## config.mk

```make
export PLATFORM = sky130hd
export DESIGN_NAME = mult_sequencer
export DESIGN_NICKNAME = d
export VERILOG_FILES = /design/src/rtl/mult_pkg.sv /design/src/rtl/mult_cmd_decode.sv /design/src/rtl/mult_sequencer.sv
export SDC_FILE = /design/constraint.sdc
export NUM_CORES = 1
export LEC_CHECK = 0
export CAP_MARGIN = 20
export CELL_PAD_IN_SITES_DETAIL_PLACEMENT = 1
export CELL_PAD_IN_SITES_GLOBAL_PLACEMENT = 2
export CORE_ASPECT_RATIO = 1.4
export CORE_UTILIZATION = 31
export CTS_CLUSTER_DIAMETER = 40
export DETAILED_ROUTE_END_ITERATION = 8
export GPL_TIMING_DRIVEN = 0
export MAX_ROUTING_LAYER = met4
export PLACE_DENSITY = 0.75
export SYNTH_ARGS = -nofsm -noshare
export SYNTH_HDL_FRONTEND = slang
export SYNTH_SLANG_ARGS = --single-unit
```

## constraint.sdc

```tcl
create_clock -name clk -period 2.3 [get_ports clk]
set_input_delay 0.575 -clock clk [delete_from_list [all_inputs] [get_ports clk]]
set_output_delay 0.575 -clock clk [all_outputs]
set_load 0.02 [all_outputs]
```

## src/rtl/mult_pkg.sv

```systemverilog
// -----------------------------------------------------------------------------
// mult_pkg
// Shared definitions for the multiplier command sequencer: command word width,
// opcode constants and class prefixes, and the sequencer state encoding.
// -----------------------------------------------------------------------------
package mult_pkg;

    // Command word width
    localparam int CMD_W = 5;

    // Full-word opcodes
    localparam logic [4:0] CMD_NOP      = 5'b00000;
    localparam logic [4:0] CMD_HALT     = 5'b11111;
    localparam logic [4:0] CMD_NEXT_ROW = 5'b10110;

    // Class prefixes (upper bits of the command word)
    localparam logic [1:0] CMD_REG_PFX  = 2'b01;   // 01rrr : operand-register write
    localparam logic [2:0] CMD_DATA_PFX = 3'b100;  // 100ss : data write + result select
    localparam logic [3:0] CMD_COL_PFX  = 4'b1010; // 1010c : column level

    // Sequencer states
    typedef enum logic [1:0] {
        IDLE = 2'b00,
        RUN  = 2'b01,
        DONE = 2'b10
    } state_t;

endpackage

```

## src/rtl/mult_cmd_decode.sv

```systemverilog
// -----------------------------------------------------------------------------
// mult_cmd_decode
// Purely combinational decoder from a 5-bit command word to the sequencer's
// enable set. Register-write commands addressing a register at or above
// NUM_REGS, and every unassigned encoding, act as NOP and raise illegal.
//
// Ports:
//   cmd       in   CMD_W     command word
//   reg_we    out  NUM_REGS  one-hot operand-register write enable
//   data_we   out  1         data memory write enable
//   jklm_load out  1         load jklm_sel into the result select register
//   jklm_sel  out  2         result select value
//   col_load  out  1         load col_val into the column register
//   col_val   out  1         column level
//   next_row  out  1         advance-row request
//   halt      out  1         HALT command
//   illegal   out  1         unrecognised / out-of-range command
// -----------------------------------------------------------------------------
module mult_cmd_decode
    import mult_pkg::*;
#(
    parameter int NUM_REGS = 8
) (
    input  logic [CMD_W-1:0]    cmd,
    output logic [NUM_REGS-1:0] reg_we,
    output logic                data_we,
    output logic                jklm_load,
    output logic [1:0]          jklm_sel,
    output logic                col_load,
    output logic                col_val,
    output logic                next_row,
    output logic                halt,
    output logic                illegal
);

    // Classify the command word and raise the matching enable
    always_comb begin
        reg_we    = {NUM_REGS{1'b0}};
        data_we   = 1'b0;
        jklm_load = 1'b0;
        jklm_sel  = 2'b00;
        col_load  = 1'b0;
        col_val   = 1'b0;
        next_row  = 1'b0;
        halt      = 1'b0;
        illegal   = 1'b0;
        if (cmd == CMD_NOP) begin
            illegal = 1'b0;
        end else if (cmd == CMD_HALT) begin
            halt = 1'b1;
        end else if (cmd[4:3] == CMD_REG_PFX) begin
            if (int'(cmd[2:0]) < NUM_REGS) begin
                for (int i = 0; i < NUM_REGS; i++) begin
                    reg_we[i] = (cmd[2:0] == 3'(i));
                end
            end else begin
                illegal = 1'b1;
            end
        end else if (cmd[4:2] == CMD_DATA_PFX) begin
            data_we   = 1'b1;
            jklm_load = 1'b1;
            jklm_sel  = cmd[1:0];
        end else if (cmd[4:1] == CMD_COL_PFX) begin
            col_load = 1'b1;
            col_val  = cmd[0];
        end else if (cmd == CMD_NEXT_ROW) begin
            next_row = 1'b1;
        end else begin
            illegal = 1'b1;
        end
    end

endmodule

```

## src/rtl/mult_sequencer.sv

```systemverilog
// -----------------------------------------------------------------------------
// mult_sequencer
// Steps a program counter through an external asynchronous-read program memory,
// decodes each command into registered control outputs (visible the cycle after
// the command is executed) and repeats the program for a configurable number
// of passes. A pass ends on HALT or after the command at PROG_LEN-1.
//
// Ports:
//   clk          in   1           clock, rising edge
//   rst_n        in   1           asynchronous active-low reset
//   start        in   1           begin program (honoured in IDLE only)
//   passes       in   PASS_WIDTH  pass count, sampled at start; 0 means 1
//   stall        in   1           hold sequencing this cycle
//   cmd          in   5           command word at prog_addr
//   prog_addr    out  ADDR_WIDTH  program counter
//   busy         out  1           high in RUN
//   done         out  1           one-cycle completion pulse
//   err          out  1           sticky illegal-command flag
//   data_we      out  1           data memory write enable pulse
//   reg_we       out  NUM_REGS    one-hot operand-register write enable pulse
//   jklm_select  out  2           result select (holds last loaded value)
//   next_row     out  1           advance-row pulse
//   column       out  1           column select level
// -----------------------------------------------------------------------------
module mult_sequencer
    import mult_pkg::*;
#(
    parameter int ADDR_WIDTH = 8,
    parameter int PROG_LEN   = 256,
    parameter int NUM_REGS   = 8,
    parameter int PASS_WIDTH = 4
) (
    input  logic                  clk,
    input  logic                  rst_n,
    input  logic                  start,
    input  logic [PASS_WIDTH-1:0] passes,
    input  logic                  stall,
    input  logic [CMD_W-1:0]      cmd,
    output logic [ADDR_WIDTH-1:0] prog_addr,
    output logic                  busy,
    output logic                  done,
    output logic                  err,
    output logic                  data_we,
    output logic [NUM_REGS-1:0]   reg_we,
    output logic [1:0]            jklm_select,
    output logic                  next_row,
    output logic                  column
);

    localparam logic [ADDR_WIDTH-1:0] LAST_ADDR = ADDR_WIDTH'(PROG_LEN - 1);

    // Decoder outputs
    logic [NUM_REGS-1:0] dec_reg_we_s;
    logic                dec_data_we_s;
    logic                dec_jklm_load_s;
    logic [1:0]          dec_jklm_sel_s;
    logic                dec_col_load_s;
    logic                dec_col_val_s;
    logic                dec_next_row_s;
    logic                dec_halt_s;
    logic                dec_illegal_s;

    // State and registered outputs
    state_t                state_r,     state_nxt_s;
    logic [ADDR_WIDTH-1:0] prog_addr_r, prog_addr_nxt_s;
    logic [PASS_WIDTH-1:0] pass_cnt_r,  pass_cnt_nxt_s;
    logic [PASS_WIDTH-1:0] passes_r,    passes_nxt_s;
    logic                  busy_r,      busy_nxt_s;
    logic                  done_r,      done_nxt_s;
    logic                  err_r,       err_nxt_s;
    logic                  data_we_r,   data_we_nxt_s;
    logic [NUM_REGS-1:0]   reg_we_r,    reg_we_nxt_s;
    logic [1:0]            jklm_r,      jklm_nxt_s;
    logic                  next_row_r,  next_row_nxt_s;
    logic                  column_r,    column_nxt_s;
    logic                  end_of_pass_s;

    mult_cmd_decode #(
        .NUM_REGS (NUM_REGS)
    ) u_decode (
        .cmd       (cmd),
        .reg_we    (dec_reg_we_s),
        .data_we   (dec_data_we_s),
        .jklm_load (dec_jklm_load_s),
        .jklm_sel  (dec_jklm_sel_s),
        .col_load  (dec_col_load_s),
        .col_val   (dec_col_val_s),
        .next_row  (dec_next_row_s),
        .halt      (dec_halt_s),
        .illegal   (dec_illegal_s)
    );

    assign end_of_pass_s = dec_halt_s | (prog_addr_r == LAST_ADDR);

    // Next-state, counter and output decode; pulse outputs default to zero
    always_comb begin
        state_nxt_s     = state_r;
        prog_addr_nxt_s = prog_addr_r;
        pass_cnt_nxt_s  = pass_cnt_r;
        passes_nxt_s    = passes_r;
        err_nxt_s       = err_r;
        jklm_nxt_s      = jklm_r;
        column_nxt_s    = column_r;
        data_we_nxt_s   = 1'b0;
        reg_we_nxt_s    = {NUM_REGS{1'b0}};
        next_row_nxt_s  = 1'b0;
        case (state_r)
            IDLE: begin
                if (start) begin
                    state_nxt_s     = RUN;
                    prog_addr_nxt_s = {ADDR_WIDTH{1'b0}};
                    pass_cnt_nxt_s  = {PASS_WIDTH{1'b0}};
                    passes_nxt_s    = (passes == {PASS_WIDTH{1'b0}}) ? PASS_WIDTH'(1) : passes;
                    err_nxt_s       = 1'b0;
                    column_nxt_s    = 1'b0;
                end else begin
                    state_nxt_s = IDLE;
                end
            end
            RUN: begin
                // A stalled cycle issues nothing and keeps the counter, so the
                // command at prog_addr is executed once, on its first free cycle.
                if (!stall) begin
                    data_we_nxt_s  = dec_data_we_s;
                    reg_we_nxt_s   = dec_reg_we_s;
                    next_row_nxt_s = dec_next_row_s;
                    err_nxt_s      = err_r | dec_illegal_s;
                    if (dec_jklm_load_s) begin
                        jklm_nxt_s = dec_jklm_sel_s;
                    end else begin
                        jklm_nxt_s = jklm_r;
                    end
                    if (dec_col_load_s) begin
                        column_nxt_s = dec_col_val_s;
                    end else begin
                        column_nxt_s = column_r;
                    end
                    if (!end_of_pass_s) begin
                        prog_addr_nxt_s = prog_addr_r + ADDR_WIDTH'(1);
                    end else if (pass_cnt_r < (passes_r - PASS_WIDTH'(1))) begin
                        prog_addr_nxt_s = {ADDR_WIDTH{1'b0}};
                        pass_cnt_nxt_s  = pass_cnt_r + PASS_WIDTH'(1);
                    end else begin
                        state_nxt_s = DONE;
                    end
                end else begin
                    state_nxt_s = RUN;
                end
            end
            DONE: begin
                state_nxt_s = IDLE;
            end
            default: begin
                state_nxt_s = IDLE;
            end
        endcase
        busy_nxt_s = (state_nxt_s == RUN);
        done_nxt_s = (state_nxt_s == DONE);
    end

    // State, counters and registered outputs
    always_ff @(posedge clk or negedge rst_n) begin
        if (!rst_n) begin
            state_r     <= IDLE;
            prog_addr_r <= {ADDR_WIDTH{1'b0}};
            pass_cnt_r  <= {PASS_WIDTH{1'b0}};
            passes_r    <= {PASS_WIDTH{1'b0}};
            busy_r      <= 1'b0;
            done_r      <= 1'b0;
            err_r       <= 1'b0;
            data_we_r   <= 1'b0;
            reg_we_r    <= {NUM_REGS{1'b0}};
            jklm_r      <= 2'b00;
            next_row_r  <= 1'b0;
            column_r    <= 1'b0;
        end else begin
            state_r     <= state_nxt_s;
            prog_addr_r <= prog_addr_nxt_s;
            pass_cnt_r  <= pass_cnt_nxt_s;
            passes_r    <= passes_nxt_s;
            busy_r      <= busy_nxt_s;
            done_r      <= done_nxt_s;
            err_r       <= err_nxt_s;
            data_we_r   <= data_we_nxt_s;
            reg_we_r    <= reg_we_nxt_s;
            jklm_r      <= jklm_nxt_s;
            next_row_r  <= next_row_nxt_s;
            column_r    <= column_nxt_s;
        end
    end

    assign prog_addr   = prog_addr_r;
    assign busy        = busy_r;
    assign done        = done_r;
    assign err         = err_r;
    assign data_we     = data_we_r;
    assign reg_we      = reg_we_r;
    assign jklm_select = jklm_r;
    assign next_row    = next_row_r;
    assign column      = column_r;

endmodule

```

==> flow_metrics.env <==
export IMPL_numPortBuffers=34
export IMPL_slew_violations=0
export IMPL_cpPeakStageDelay_ns=0.37
export IMPL_crit_family="compound AO/OA/AOI/OAI gates"
export IMPL_dp_slack_ns=-0.0447
export IMPL_use_met1_pct=22.1
export IMPL_synth_top_cell_area_share_pct=48.3
export IMPL_ir_drop_mv=0.592
export IMPL_grt_pass1_wl_um=8200
export IMPL_die_w_um=65.7
export IMPL_num_vias=1501
export IMPL_ios=37
export IMPL_grt_util_met3_pct=3.77
export IMPL_place_congestion=0.753
export IMPL_cts_tree="built"
export IMPL_fin_ws_ns=0.204
export IMPL_hold_path_class="input port to asynchronous set/reset pin"
export IMPL_drv_cap=0
export IMPL_grt_pass1_vias=1622
export IMPL_cts_buffer_depth=2
export IMPL_finalWirelength_um=4690
export IMPL_relSlewSlack_pct=49.1
export IMPL_final_common_cell="dfrtp_1"
export IMPL_wire_per_inst_um=16.2
export IMPL_overflow=0
export IMPL_drcViolationCount=0
export IMPL_syn_area_um2=1760
export IMPL_clkTransAtPathRegs_ns=0.07
export IMPL_reg2reg_from="passes_r[0]"
export IMPL_htree_num_levels=2
export IMPL_final_nets=239
export IMPL_cts_sinks=34
export IMPL_stdcell_count=289
export IMPL_initial_core_util_pct=32.1
export IMPL_die_h_um=91.2
export IMPL_first_pass_iters=4
export IMPL_rsz0062_at_grt="false"
export IMPL_rr_endpoint="prog_addr[0]"
export IMPL_ff2ff_path_depth=8
export IMPL_crit_type="register to register"
export IMPL_crit_path_end_kind="register"
export IMPL_hpwl_um=3590
export IMPL_period_share_pct=91.1
export IMPL_fmax_mhz=477
export IMPL_crit_slowest_cell="dfrtp_1"
export IMPL_syn_to_final_growth_pct=30.7
export IMPL_cts_root_buf="clkbuf_8"
export IMPL_fin_skew_ns=0.00356
export IMPL_antenna_cells=0
export IMPL_met2_usage_pct=31.6
export IMPL_critPathLaunchType="register"
export IMPL_cts_buffers=5
export IMPL_period_needed_ns=2.10
export IMPL_grt_busiest_layer="met2"
export IMPL_hold_viol=0
export IMPL_clock_latency_ns=0.29
export IMPL_antenna_left=0
export IMPL_drive_gt1_share_pct=13.6
export IMPL_whs_ns=0.358
export IMPL_r2r_slack_ns=0.20
export IMPL_avgSynthCellArea_um2=9.85
export IMPL_synthCells=179
export IMPL_synth_seq_cells=34
export IMPL_worstMarginPinSlew_ns=0.764
export IMPL_synth_largest_area_cell="dfrtp_1"
export IMPL_crit_buf_inv=1
export IMPL_die_area_um2=6000
export IMPL_critPathArrivalTime_ns=2.25
export IMPL_p_leak_nw=0.981
export IMPL_antenna_found_initial=0
export IMPL_syn_num_nets=198
export IMPL_place_inst=281
export IMPL_rows=32
export IMPL_cp_cell_sequence="inv_1, ha_1, xnor2_1, ha_1, o21a_1, a2bb2oi_2, a31oi_4, o21ai_0"
export IMPL_cts_hold_fix_buffers=0
export IMPL_cpMostUsedCell="ha_1"
export IMPL_synth_area_leaders="dfrtp_1 (48%), nand2_1 (4.7%), ha_1 (4.3%), o211ai_1 (3.4%), inv_1 (3.2%)"
export IMPL_setup_viol=0
export IMPL_status="finished clean"
export IMPL_groute_usage_overall_pct=18.7
export IMPL_synth_warnings=0
export IMPL_cp_required_ns=2.46
export IMPL_mostFrequentLayoutCells="dfrtp_1 (34), clkdlybuf4s50_1 (33), nand2_1 (22)"
export IMPL_grt_max_degree=35
export IMPL_avgViaCountPerCell=5.19
export IMPL_synth_cell_types=40
export IMPL_core_area_um2=5490
export IMPL_worstPathMaxFanout=8
export IMPL_first_iter_violations=38
export IMPL_ys_seq_area_share_pct=48.3
export IMPL_p_per_area_nw_per_um2=1330
## worst reg2reg max path, cell delays in order, from the launching register on
cell and delay [ns]:
dfrtp_1 0.37, inv_1 0.07, ha_1 0.22, xnor2_1 0.19, ha_1 0.27, o21a_1 0.21, a2bb2oi_2 0.18, a31oi_4 0.33
o21ai_0 0.14
## power by group
group	switching, mW	total, mW	internal, mW	leakage [nW]
registers	0.199	0.980	0.781	0.414
clock network	0.221	0.461	0.240	0.0472
logic	0.936	1.63	0.689	0.520
total	1.36	3.07	1.71	0.981
## through the flow
stage          area (um2)  power, mW  utilization, %  setup TNS [ns]
2_1_floorplan        1760       1.96               -               0
3_3_place_gp         2190       2.42            39.9           -3.75
3_5_place_dp         2180       2.51            39.8         -0.0965
4_1_cts              2280       2.99            41.5               0
5_1_grt              2300       3.33            42.0               0
6_report             2300       3.07            42.0               0
## Yosys cell counts (all sizes together)
cell type	instances
o2bb2ai	1
o211ai	8
o21a	3
o221a	1
dfrtp	34
a221oi	1
o22ai	2
nand4b	1
a2111oi	3
o21bai	1
mux2	2
a21o	1
nand2	22
inv	15
or3	1
o31ai	1
o21ai	10
mux2i	1
nand3	9
buf	5
a31oi	5
o2111ai	1
nand4	7
xnor2	2
nor2	10
nor3	10
nor2b	1
a21oi	3
nor3b	2
ha	6
o22a	1
nor4	1
a2bb2oi	1
a32oi	1
nand2b	6
## per-layer routing
metal / wire, um / up-vias
li1: - / 732
met1: 2010 / 735
met2: 2460 / 29
met3: 160 / 5
met4: 59 / 0
met5: 0 / -
## cells by family after synthesis
| logic type | count (synthesis) | share of synthesized area (%) |
|---|---|---|
| AO/OA/AOI/OAI | 44 | 18.6 |
| XOR/XNOR | 2 | 0.994 |
| adder cells (fa/ha/maj) | 6 | 4.26 |
| buffers and inverters | 20 | 4.61 |
| flip-flops | 34 | 48.3 |
| multiplexers | 3 | 2.27 |
| AND/OR/NAND/NOR | 70 | 21.0 |
## flip-flops by register name, summed over array words and instances, names as in the netlist
register and cells:
prog_addr 8, reg_we 8, pass_cnt_r 4, passes_r 4
jklm_select 2, state_r 2, busy 1, column 1
data_we 1, done 1, err 1, next_row 1
## worst max path at each step
stage / cells past startpoint / slack [ns] / from / to
6_report: 8 / 0.20 / passes_r[0] / prog_addr[0]
5_1_grt: 8 / 0.06 / passes_r[0] / prog_addr[0]
4_1_cts: 8 / 0.04 / passes_r[0] / prog_addr[0]
3_5_place_dp: 6 / -0.04 / cmd[0] / busy
3_3_place_gp: 1 / -0.11 / rst_n / passes_r[0]
2_1_floorplan: 8 / 0.45 / passes_r[0] / pass_cnt_r[3]
## timing repair
action	4_1_cts	5_1_grt
setup buffers	0	0
gates resized for setup	0	4
setup endpoints to repair	0	14
## layout make-up
| cell class | count | area, um2 |
|---|---|---|
| Inverter | 15 | 56.3 |
| Sequential cell | 34 | 851 |
| Multi-Input combinational cell | 125 | 857 |
| Timing Repair Buffer | 34 | 335 |
| Clock inverter | 2 | 12.5 |
| Clock buffer | 6 | 82.6 |
| Tap cell | 68 | 85.1 |
| Fill cell | 644 | 3180 |
| Buffer | 5 | 25.0 |
No activity file was read; power rests on OpenSTA's default activity.
